--- src/rtl/mem_arbiter.sv ---
// Purpose : two-requester (instruction fetch / data) single-port memory arbiter.
//           Data has priority; a fetch denied STARVE_MAX cycles in a row wins the next cycle.
// Latency : grant and memory strobe are combinational; read data returns one cycle after grant.
// Backpress: a losing requester is not granted and must hold its request until it is.
// Ports   : clk, nReset (async, active low)
//           fetch side : if_req, if_addr -> if_gnt, if_rvalid, if_rdata
//           data side  : d_req, d_we, d_addr, d_wdata -> d_gnt, d_rvalid, d_rdata
//           memory     : mem_en, mem_we, mem_addr, mem_wdata -> mem_rdata (one cycle later)
module mem_arbiter #(
  parameter int ADDR_W     = 8,
  parameter int DATA_W     = 8,
  parameter int STARVE_MAX = 3
) (
  input  logic              clk,
  input  logic              nReset,
  input  logic              if_req,
  input  logic [ADDR_W-1:0] if_addr,
  output logic              if_gnt,
  output logic              if_rvalid,
  output logic [DATA_W-1:0] if_rdata,
  input  logic              d_req,
  input  logic              d_we,
  input  logic [ADDR_W-1:0] d_addr,
  input  logic [DATA_W-1:0] d_wdata,
  output logic              d_gnt,
  output logic              d_rvalid,
  output logic [DATA_W-1:0] d_rdata,
  output logic              mem_en,
  output logic              mem_we,
  output logic [ADDR_W-1:0] mem_addr,
  output logic [DATA_W-1:0] mem_wdata,
  input  logic [DATA_W-1:0] mem_rdata
);

  localparam logic [3:0] SMAX = 4'(STARVE_MAX);

  logic [3:0]        starve_q, starve_d;
  logic              rd_if_q, rd_if_d;   // a fetch read is returning this cycle
  logic              rd_d_q, rd_d_d;     // a data load is returning this cycle
  logic [ADDR_W-1:0] addr_q, addr_d;
  logic [DATA_W-1:0] wdata_q, wdata_d;
  logic [DATA_W-1:0] if_rdata_q, if_rdata_d;
  logic [DATA_W-1:0] d_rdata_q, d_rdata_d;

  always_comb begin
    if_gnt     = 1'b0;
    d_gnt      = 1'b0;
    addr_d     = addr_q;
    wdata_d    = wdata_q;
    starve_d   = 4'd0;

    // Grants are gated by reset so nothing reaches memory while nReset is low.
    if (nReset) begin
      if_gnt = if_req && (!d_req || (starve_q == SMAX));
      d_gnt  = d_req && !if_gnt;
    end

    if (if_gnt) begin
      addr_d = if_addr;
    end else if (d_gnt) begin
      addr_d  = d_addr;
      wdata_d = d_wdata;
    end

    if (if_req && !if_gnt) begin
      starve_d = (starve_q == SMAX) ? starve_q : starve_q + 4'd1;
    end

    mem_en    = if_gnt || d_gnt;
    mem_we    = d_gnt && d_we;
    // Idle cycles replay the last granted address/data from the holding registers.
    mem_addr  = addr_d;
    mem_wdata = wdata_d;

    rd_if_d   = if_gnt;
    rd_d_d    = d_gnt && !d_we;

    // Read data is steered straight from memory in the return cycle and held afterwards.
    if_rvalid  = rd_if_q;
    d_rvalid   = rd_d_q;
    if_rdata   = rd_if_q ? mem_rdata : if_rdata_q;
    d_rdata    = rd_d_q  ? mem_rdata : d_rdata_q;
    if_rdata_d = if_rdata;
    d_rdata_d  = d_rdata;
  end

  always_ff @(posedge clk or negedge nReset) begin
    if (!nReset) begin
      starve_q   <= 4'd0;
      rd_if_q    <= 1'b0;
      rd_d_q     <= 1'b0;
      addr_q     <= '0;
      wdata_q    <= '0;
      if_rdata_q <= '0;
      d_rdata_q  <= '0;
    end else begin
      starve_q   <= starve_d;
      rd_if_q    <= rd_if_d;
      rd_d_q     <= rd_d_d;
      addr_q     <= addr_d;
      wdata_q    <= wdata_d;
      if_rdata_q <= if_rdata_d;
      d_rdata_q  <= d_rdata_d;
    end
  end

endmodule

--- config.mk ---
export PLATFORM = sky130hd
export DESIGN_NAME = mem_arbiter
export DESIGN_NICKNAME = d
export VERILOG_FILES = /design/src/rtl/mem_arbiter.sv
export SDC_FILE = /design/constraint.sdc
export NUM_CORES = 1
export LEC_CHECK = 0
export ABC_AREA = 0
export CAP_MARGIN = 20
export CORE_ASPECT_RATIO = 0.9
export CORE_MARGIN = 2
export CORE_UTILIZATION = 28
export CTS_CLUSTER_SIZE = 25
export DETAILED_ROUTE_END_ITERATION = 7
export DONT_BUFFER_PORTS = 1
export PLACE_DENSITY = 0.42
export RECOVER_POWER = 50
export SLEW_MARGIN = 0
export SYNTH_ARGS = -nofsm -noshare
export SYNTH_HDL_FRONTEND = slang
export SYNTH_SLANG_ARGS = --single-unit
--- constraint.sdc ---
create_clock -name clk -period 4.3 [get_ports clk]
set_input_delay 0.645 -clock clk [delete_from_list [all_inputs] [get_ports clk]]
set_output_delay 0.645 -clock clk [all_outputs]
set_load 0.03 [all_outputs]
==> Word-level counts from Yosys, hierarchy flattened <==
Cells that the tools add are included.
W data, S select, Z words.
{ "classes": {"n_div": 0, "n_mul": 0, "n_eq_ne": 2, "add_sub_neg": 1, "bitwise": 0, "n_reduce_logical": 11, "n_shift": 0, "n_mux": 10, "order_cmp": 0} }
{ "op_table": {"columns": ["cell", "n"], "rows": [
  ["$mux W8", 6],
  ["$mux W4", 2],
  ["$logic_and A1 B1 Y1", 5],
  ["$add A4 B1 Y4 const B", 1],
  ["$eq A4 B2 Y1 const B", 1],
  ["$logic_not A1 Y1", 4],
  ["$logic_or A1 B1 Y1", 2],
  ["$mux W1", 2],
  ["$ne A2 B2 Y1 const B", 1]
]} }
{ "word_totals": {"n_memories": 0, "rom_bits": 0, "ramBits": 0, "latch_bits": 0, "output_inout_bits": 38, "in_bits": 37, "register_bits": 38, "wordCells": 31} }

==> Longest topological paths before layout <==
Gate-level depths: netlist of the first run.
{ "logic_depth": {"depth_word": 8, "depth_mapped": 5, "depth_no_buf": 4} }

==> Least setup slack after synthesis of the first run <==
Ideal clock, no wire load.
{ "synth_path": {"kind": "flip-flop to output port", "startpoint": "reg starve_q[0]", "endpoint": "out mem_addr[0]", "t_required_ps": 3655, "path_slack_ps": 2037, "arrival_ps": 1618, "path_stages_with_launch": 6, "path_cell_list": "dfrtp_1 > ha_1 > nor3b_4 > o211a_1 > buf_6 > a221o_1"} }
{ "synth_via": {"word_cells_on_any_way": 9, "classes_between": "eq/ne (1); mux (4); reduce/logical (4)"} }
{ "synth_rtl": {"columns": ["item", "line_no", "source"], "rows": [
  ["start: declaration", "37", "logic [3:0] starve_q, starve_d;"],
  ["start signal: assignment", "97", "starve_q <= starve_d;"],
  ["$eq A4 B2 Y1", "54", "if_gnt = if_req && (!d_req || (starve_q == SMAX));"],
  ["$logic_or A1 B1 Y1", "54", null],
  ["$logic_and A1 B1 Y1", "54", null],
  ["$mux W1", "53", "if (nReset) begin"],
  ["named net if_gnt", "18", "output logic if_gnt,"],
  ["$mux W8", "58", "if (if_gnt) begin"],
  ["end: declaration", "30", "output logic [ADDR_W-1:0] mem_addr,"]
]} }
The timed path passes the listed nets, and every way through them passes these cells.

==> Final worst setup path of the first run <==
{ "layout_path": {"startpoint": "reg starve_q[1]", "endpoint": "out mem_addr[0]"} }
Same word-level chain as after synthesis.

==> results.json, run 1 <==
{
  "hold_path.class": "primary input to asynchronous set/reset pin",
  "synth_area_mm2": 0.00158,
  "dr_total_vias": 876,
  "netSwitchingFraction": 0.319,
  "synth_top_area_share": 0.601,
  "internal_power_mw": 0.631,
  "nFillCells": 538,
  "grtUsageTotal": 0.106,
  "routabilityCongestion": 0.766,
  "grt_pass1_vias": 909,
  "cts_tree": "done",
  "worstMarginPinSlew_ns": 0.740,
  "routed_wl_mm": 3.27,
  "regArea_um2": 951,
  "p_switching_mw": 0.295,
  "p_clk_frac": 0.318,
  "rows": 25,
  "utilization": 0.324,
  "clk_latency_ns": 0.28,
  "drc": 0,
  "drive_above_1_share": 0.214,
  "antenna_found_initial": 0,
  "max-slew-margin-rel": 0.506,
  "multiInputGateArea_um2": 578,
  "area_growth_pct": 9.41,
  "place_hpwl_mm": 2.32,
  "first_pass_iters": 2,
  "seqPwrFrac": 0.461,
  "diodes": 0,
  "required_ns": 3.65,
  "hold_viol_final": 0,
  "ctsResizeCount": 0,
  "cp_max_fo": 10,
  "clkSlewWorstSetupHoldPaths_ns": 0.07,
  "vias_per_cell": 4.89,
  "path_cells": "ha_1 > nor3b_1 > o211a_1 > a221o_1",
  "status": "finished, final reports clean",
  "avgSynthCellArea_um2": 14.6,
  "num-nets-final": 149,
  "fin_setup_tns_ns": 0,
  "irDropWorstVdd_mv": 0.170,
  "synth_area_leaders": "dfrtp_1, mux2_2, a221o_1",
  "crit_slowest_cell": "nor3b_1",
  "power_density_mw_per_mm2": 536,
  "cts_buffer_depth": 2,
  "setup.worst_path.class": "flip-flop to output pin",
  "ys.warnings.count": 0,
  "end_kind": "output pin",
  "grt_overflow": 0,
  "ant_nets": 0,
  "rsz0062_at_grt": "false",
  "synthCells": 108,
  "power_frac_comb": 0.221,
  "start_util": 0.296,
  "place.port_buffers": 0,
  "yosysSeqAreaShare": 0.601,
  "synth_top_area_cell": "dfrtp_1",
  "setup_viol": 0,
  "syn_nets": 146,
  "fin_skew_ns": 0.00403,
  "grt_max_degree": 46,
  "wl_per_cell_um": 18.3,
  "cp.arrival_ns": 2.60,
  "clock-sinks": 38,
  "holdBufCountCts": 0,
  "htree_levels": 2,
  "fp.dieArea_mm2": 0.00627,
  "drt_iter0_markers": 59,
  "ys_types": 24,
  "path_delay_family": "compound AO/OA/AOI/OAI gates",
  "io_pins": 75,
  "fmax_mhz": 308,
  "root_buffer": "clkbuf_8",
  "maxSlewViolCount": 0,
  "p_leak_nw": 0.746,
  "maxCapViolCount": 0,
  "worst_setup_path_start_kind": "flip-flop",
  "coreArea_mm2": 0.00535,
  "cpPeakStageDelay_ns": 0.63,
  "die_h_um": 75.3,
  "cts_buffers": 5,
  "grt_pass1_wl_mm": 4.95,
  "die_x_um": 83.2,
  "post-cts-setup-buffer-count": 0,
  "worst-path-buf-inv": 0,
  "min_period_over_period": 0.755,
  "finalCriticalPeriod_ns": 3.25,
  "ys_ff_latch": 38
}
[logic make-up (layout without fill, tap and decap cells)]
group	count (synthesis)	in the layout	synth area share
mux	24	24	0.171
xor+xnor	1	1	0.00554
compound gates	15	15	0.0870
flops	38	38	0.601
buf+inv	7	11	0.0261
simple gates	22	22	0.101
fa+ha+maj	1	1	0.00791
[routing by layer]
metal | up-vias | track usage | part of all wire
li1 | 392 | - | -
met1 | 439 | 0.128 | 0.41
met2 | 38 | 0.169 | 0.49
met3 | 7 | 0.0423 | 0.078
met4 | 0 | 0.0528 | 0.017
met5 | - | 0 | 0
[layout make-up]
type                            instances  share of cell area
Sequential cell                        38               0.550
Inverter                                3             0.00651
Multi-Input combinational cell         63               0.334
Clock inverter                          1              0.0174
Clock buffer                            7              0.0441
Tap cell                               67              0.0484
[worst paths after layout]
kind                                         start                 endpoint  slack [ns]  depth (start not counted)
max                        starve_q[1]$_DFFE_PN0P_              mem_addr[0]        1.06                          4
min                                         nReset      addr_q[1]$_DFF_PN0_        0.05                          0
min in group clk                              d_we       d_rvalid$_DFF_PN0_        0.42                          1
max reg2reg                starve_q[1]$_DFFE_PN0P_      addr_q[0]$_DFF_PN0_        1.85                          4
min reg2reg                starve_q[0]$_DFFE_PN0P_  starve_q[0]$_DFFE_PN0P_        0.62                          2
max in group asynchronous                   nReset  if_rdata_q[2]$_DFF_PN0_        4.16                          0
[power by group through the flow]
stage	Combinational (mW)	Sequential, mW	Clock, mW
after floorplan	0.202	0.427	0
after global placement	0.214	0.433	0
after detailed placement	0.216	0.436	0
after CTS	0.217	0.429	0.307
after global routing	0.216	0.434	0.321
final	0.205	0.427	0.295
[layout by cell type (no fill, tap or decap), drive strengths merged]
cell type  count
dfrtp         38
mux2          24
and2           9
a221o          8
clkbuf         7
nand3b         4
inv            3
o21ai          3
nand3          2
and3           2
a21boi         2
nor3b          1
o211a          1
nand2          1
a21oi          1
nor2b          1
xnor2          1
nand2b         1
or3b           1
ha             1
bufinv         1
[through the flow]
step	std cells	hold slack [ns]	setup WS [ns]	power, mW	cell area, um^2
6_report	179	0.0489	1.06	0.927	1730
5_1_grt	179	0.0244	0.886	0.971	1730
4_1_cts	179	0.0314	1.39	0.953	1740
3_5_place_dp	171	0.350	1.73	0.652	1640
3_3_place_gp	171	0.350	1.77	0.648	1640
2_1_floorplan	108	0.349	2.04	0.629	1580
[synth_stat cells]
cell	instances
nand3b_1	4
xnor2_1	1
and3_1	2
o211a_1	1
dfrtp_1	38
and2_2	6
nand3_1	2
or3b_2	1
a221o_1	7
a21boi_0	2
clkbuf_1	2
a21oi_4	1
inv_1	3
a221o_2	1
nand2b_1	1
buf_6	2
o21ai_1	1
o21ai_0	2
mux2_2	24
nor2b_1	1
nand2_1	1
ha_1	1
nor3b_4	1
and2_1	3
[sequential cells by signal, indices dropped and copies added, names as in the netlist]
| name | flops |
|---|---|
| addr_q | 8 |
| d_rdata_q | 8 |
| d_rvalid | 1 |
| if_rdata_q | 8 |
| if_rvalid | 1 |
| starve_q | 4 |
| wdata_q | 8 |
Power figures use the tool's default switching activity.
==> run 2: changes to the inputs <==
PLACE_DENSITY = 0.44   (was 0.42)
clock period = 2.8 ns   (was 4.3 ns; I/O delays follow)
==> run 2 against run 1 <==
Count of clock-buffer cells in the layout shrank 1. Total power grew 48%. Critical path type unchanged. The flow now finishes with violations (max-capacitance violations, max-slew violations). Core utilization grew 0.51 points. Critical endpoint unchanged. Highest routed layer unchanged. Non-clock buffer count grew 3. Via count grew 3.1%. Routed wire length shrank 2.8%. Cell area grew 1.6%. Critical path depth is the same.
==> results.json, run 2 (synthesis gave the netlist of run 1 again) <==
{
  "die_h_um": 75.3,
  "end_kind": "output pin",
  "required_ns": 2.38,
  "layout_common_cells": "dfrtp_1, mux2_1, mux2_2, a221o_1",
  "maxSlewViolCount": 39,
  "nFillCells": 543,
  "maxCapViolCount": 1,
  "dr_total_vias": 903,
  "clock-sinks": 38,
  "ctsResizeCount": 0,
  "drt_iter0_markers": 37,
  "worst_setup_path_start_kind": "flip-flop",
  "power_density_mw_per_mm2": 778,
  "io_pins": 75,
  "irDropWorstVdd_mv": 0.251,
  "die_x_um": 83.2,
  "ant_nets": 0,
  "p_leak_nw": 0.756,
  "cts_buffer_depth": 2,
  "place_inst": 172,
  "hold_path.class": "primary input to flip-flop",
  "utilization": 0.329,
  "cts_tree": "done",
  "fmax_mhz": 378,
  "htree_levels": 2,
  "final_common_cell": "dfrtp_1",
  "setup.worst_path.class": "flip-flop to output pin",
  "p_clk_frac": 0.281,
  "rows": 25,
  "cts_buffers": 5,
  "fin_setup_tns_ns": 0,
  "place_hpwl_mm": 2.34,
  "power_frac_comb": 0.239,
  "setup_viol": 0,
  "cp_max_fo": 10,
  "internal_power_mw": 0.904,
  "routed_wl_mm": 3.18,
  "clk_latency_ns": 0.28,
  "hold_viol_final": 0,
  "grt_overflow": 0,
  "violations": "max-capacitance violations, max-slew violations",
  "first_pass_iters": 4,
  "drc": 0,
  "grt_pass1_wl_mm": 5.22,
  "status": "finished, violations left",
  "start_util": 0.296,
  "routabilityCongestion": 0.757,
  "worstMarginPinSlew_ns": 1.73,
  "wl_per_cell_um": 17.5,
  "num-nets-final": 152,
  "p_switching_mw": 0.463,
  "clkSlewWorstSetupHoldPaths_ns": 0.08,
  "rsz0062_at_grt": "false",
  "vias_per_cell": 4.96,
  "fin_skew_ns": 0.00647,
  "place.port_buffers": 0,
  "area_growth_pct": 11.2,
  "diodes": 0,
  "grtUsageTotal": 0.110,
  "antenna_found_initial": 0,
  "fp.dieArea_mm2": 0.00627,
  "finalCriticalPeriod_ns": 2.65,
  "root_buffer": "clkbuf_8",
  "drive_above_1_share": 0.243,
  "seqPwrFrac": 0.480,
  "min_period_over_period": 0.946,
  "coreArea_mm2": 0.00535,
  "max-slew-margin-rel": -0.152,
  "grt_pass1_vias": 986,
  "grt_max_degree": 39,
  "layoutNonFillerInstCount": 182,
  "netSwitchingFraction": 0.339,
  "cp.arrival_ns": 2.23
}
==> run 2: cell count changes in the layout (fill, tap and decap cells not counted), sizes merged <==
| cell | change |
|---|---|
| buf | +1 |
| clkbuf | -1 |
| clkdlybuf4s25 | +1 |
| clkinv | +1 |
| bufinv | -1 |
| dlygate4sd3 | +1 |
| clkinvlp | +1 |
==> run 2: per-stage QoR <==
| step | hold slack [ns] | power [mW] | cell area [um^2] | setup slack [ns] |
|---|---|---|---|---|
| floorplan | 0.124 | 0.967 | 1580 | 0.762 |
| global placement | 0.125 | 0.994 | 1640 | 0.512 |
| detailed placement | 0.126 | 1.00 | 1640 | 0.439 |
| CTS | 0.182 | 1.42 | 1770 | 0.106 |
| global route | 0.177 | 1.44 | 1760 | 0.0146 |
| finish | 0.198 | 1.37 | 1760 | 0.152 |
==> run 2: area by class of cell <==
class	instances	area [um^2]	area share
clock buffers	6	82.6	0.0470
clock inverters	2	12.5	0.00712
inverters	3	11.3	0.00641
multi-input cells	63	589	0.335
flip-flops and latches	38	951	0.541
well taps	67	83.8	0.0477
repair buffers	3	27.5	0.0157
==> run 2: power by group through the flow <==
stage,combinational (mW),clock (mW),sequential (mW)
6_report,0.327,0.384,0.656
5_1_grt,0.346,0.429,0.666
4_1_cts,0.348,0.410,0.659
2_1_floorplan,0.310,0,0.656
3_5_place_dp,0.331,0,0.670
3_3_place_gp,0.327,0,0.666
==> run 2: timing repair <==
item,CTS,global route
setup endpoints to repair,0,0
hold buffers,2,0
endpoints found under the hold margin,38,0
setup buffers,0,0
==> run 2: final timing paths <==
kind                                          from                      end  slack [ns]  cells after the start
max                        starve_q[0]$_DFFE_PN0P_              mem_addr[0]        0.15                      4
min in group asynchronous                   nReset     wdata_q[4]$_DFF_PN0_        1.31                      2
min reg2reg                starve_q[1]$_DFFE_PN0P_  starve_q[1]$_DFFE_PN0P_        0.61                      2
max in group asynchronous                   nReset      addr_q[2]$_DFF_PN0_        0.48                      2
max reg2reg                starve_q[0]$_DFFE_PN0P_      addr_q[0]$_DFF_PN0_        0.72                      4
min                                           d_we       d_rvalid$_DFF_PN0_        0.20                      1
==> run 2: worst max-delay path: stages (launching register included) <==
cell and delay [ns]:
dfrtp_1 0.40, ha_1 0.21, nor3b_4 0.32, o211a_1 0.54, a221o_1 0.46
==> run 2: per-layer routing <==
metal  GRT usage  share of wire  vias up
li1            -              -      405
met1       0.127           0.41      450
met2       0.185           0.51       44
met3      0.0390          0.064        4
met4      0.0546          0.015        0
met5           0              0        -
==> run 3: changes to the inputs <==
CELL_PAD_IN_SITES_DETAIL_PLACEMENT = 0   (was unset)
CELL_PAD_IN_SITES_GLOBAL_PLACEMENT = 1   (was unset)
PLACE_DENSITY = 0.53   (was 0.44)
SETUP_SLACK_MARGIN = 0.5   (was unset)
==> run 3 against run 2 <==
The run now ends clean. Sequential cell count stayed put. Sequential power about the same. Clock power grew 17%. Sequential share of layout area down 4.9 points. Combinational power increased by 11%. Hold slack worse by 0.0079 ns. Maximum frequency rose by 13%. First-iteration DRC count down 54%. Cell count rose by 5.5%. Setup slack improved by 0.31 ns. Total power increased by 7.1%. Clock skew increased by 0.0019 ns.
==> results.json, run 3 (synthesis gave the netlist of run 1 again) <==
{
  "status": "finished, final reports clean",
  "layout_common_cells": "dfrtp_1, mux2_1, a221o_2, buf_4",
  "root_buffer": "clkbuf_8",
  "diodes": 0,
  "grt_overflow": 0,
  "seqPwrFrac": 0.447,
  "crit_slowest_cell": "a221o_2",
  "path_delay_family": "compound AO/OA/AOI/OAI gates",
  "required_ns": 2.38,
  "antenna_found_initial": 0,
  "place.port_buffers": 0,
  "cts_buffers": 5,
  "final_common_cell": "dfrtp_1",
  "wl_per_cell_um": 17.8,
  "setup.worst_path.class": "flip-flop to output pin",
  "p_clk_frac": 0.306,
  "place_hpwl_mm": 2.11,
  "drive_above_1_share": 0.352,
  "finalCriticalPeriod_ns": 2.33,
  "hold_path.class": "primary input to flip-flop",
  "p_switching_mw": 0.465,
  "routed_wl_mm": 3.41,
  "internal_power_mw": 0.999,
  "grt_pass1_wl_mm": 5.24,
  "routabilityCongestion": 0.714,
  "dr_total_vias": 937,
  "min_period_over_period": 0.833,
  "cpPeakStageDelay_ns": 0.45,
  "grtUsageTotal": 0.111,
  "grt_max_degree": 39,
  "io_pins": 75,
  "htree_levels": 2,
  "cp.arrival_ns": 1.91,
  "utilization": 0.361,
  "cts_tree": "done",
  "worst_setup_path_start_kind": "flip-flop",
  "p_leak_nw": 0.852,
  "netSwitchingFraction": 0.317,
  "grt_pass1_vias": 1063,
  "cts_buffer_depth": 2,
  "fmax_mhz": 429,
  "end_kind": "output pin",
  "drc": 0,
  "start_util": 0.296,
  "die_h_um": 75.3,
  "total_power_mw": 1.46,
  "cp_max_fo": 4,
  "vias_per_cell": 4.88,
  "irDropWorstVdd_mv": 0.331,
  "holdWs_ns": 0.190,
  "maxSlewViolCount": 0,
  "worstMarginPinSlew_ns": 0.642,
  "rsz0062_at_grt": "true",
  "clock-sinks": 38,
  "drt_iter0_markers": 17,
  "max-slew-margin-rel": 0.572,
  "area_growth_pct": 22.2,
  "power_frac_comb": 0.247,
  "coreArea_mm2": 0.00535,
  "fin_setup_tns_ns": 0,
  "worst-path-buf-inv": 1,
  "die_x_um": 83.2,
  "nFillCells": 503,
  "fin_skew_ns": 0.00837,
  "ant_nets": 0,
  "maxCapViolCount": 0,
  "clk_latency_ns": 0.28,
  "setup_viol": 0,
  "rows": 25,
  "clkSlewWorstSetupHoldPaths_ns": 0.07,
  "power_density_mw_per_mm2": 757,
  "first_pass_iters": 3,
  "hold_viol_final": 0,
  "num-nets-final": 162,
  "fp.dieArea_mm2": 0.00627,
  "path_cells": "ha_1 > nor3b_4 > buf_4 > o211a_4 > a221o_2"
}
[run 3: layout make-up]
| type | count | area [um^2] | area share |
|---|---|---|---|
| clock inverters | 1 | 30.0 | 0.0155 |
| clock buffers | 7 | 76.3 | 0.0395 |
| well taps | 67 | 83.8 | 0.0434 |
| flip-flops and latches | 38 | 951 | 0.492 |
| repair buffers | 12 | 135 | 0.0699 |
| inverters | 3 | 11.3 | 0.00583 |
| multi-input cells | 64 | 646 | 0.334 |
[run 3: path summary, 6_finish.rpt]
check | endpoint | cells past startpoint | slack, ns | startpoint
setup / recovery | mem_addr[4] | 5 | 0.47 | starve_q[0]$_DFFE_PN0P_
hold / removal | d_rvalid$_DFF_PN0_ | 1 | 0.19 | d_we
setup reg to reg | addr_q[7]$_DFF_PN0_ | 5 | 1.01 | starve_q[0]$_DFFE_PN0P_
hold reg to reg | wdata_q[2]$_DFF_PN0_ | 1 | 0.58 | wdata_q[2]$_DFF_PN0_
max in group asynchronous | starve_q[1]$_DFFE_PN0P_ | 2 | 1.99 | nReset
min in group asynchronous | if_rdata_q[3]$_DFF_PN0_ | 2 | 0.60 | nReset
[run 3: worst reg2reg max path: stages (launching register included)]
cell	delay [ns]
dfrtp_1	0.39
ha_1	0.20
nor3b_4	0.18
buf_4	0.15
o211a_4	0.26
a221o_2	0.45
[run 3: timing repair]
action / CTS / global route
gates resized for setup: 10 / 7
setup buffers: 6 / 2
hold buffers: 2 / 0
hold endpoints to repair: 38 / 0
pin swaps: 11 / 3
setup endpoints to repair: 17 / 16
gates cloned: 1 / 1
[run 3: per-stage QoR]
step           std cells  area (um^2)  worst slack [ns]
2_1_floorplan        108         1580             0.762
3_3_place_gp         172         1640             0.517
3_5_place_dp         172         1640             0.454
4_1_cts              189         1870             0.517
5_1_grt              192         1930             0.391
6_report             192         1930             0.467
[run 3: power groups by stage]
stage,Sequential (mW),Combinational [mW],Clock [mW]
3_5_place_dp,0.668,0.331,0
2_1_floorplan,0.656,0.310,0
5_1_grt,0.664,0.383,0.494
6_report,0.655,0.362,0.448
3_3_place_gp,0.665,0.329,0
4_1_cts,0.657,0.363,0.464
[run 3: routing by layer]
layer | share of wire | routed length, um | track usage | up-vias
met2 | 0.48 | 1650 | 0.187 | 58
met4 | 0.0097 | 33 | 0.0383 | 0
met3 | 0.11 | 372 | 0.0531 | 4
met1 | 0.40 | 1350 | 0.126 | 446
li1 | - | - | - | 429
met5 | 0 | 0 | 0 | -
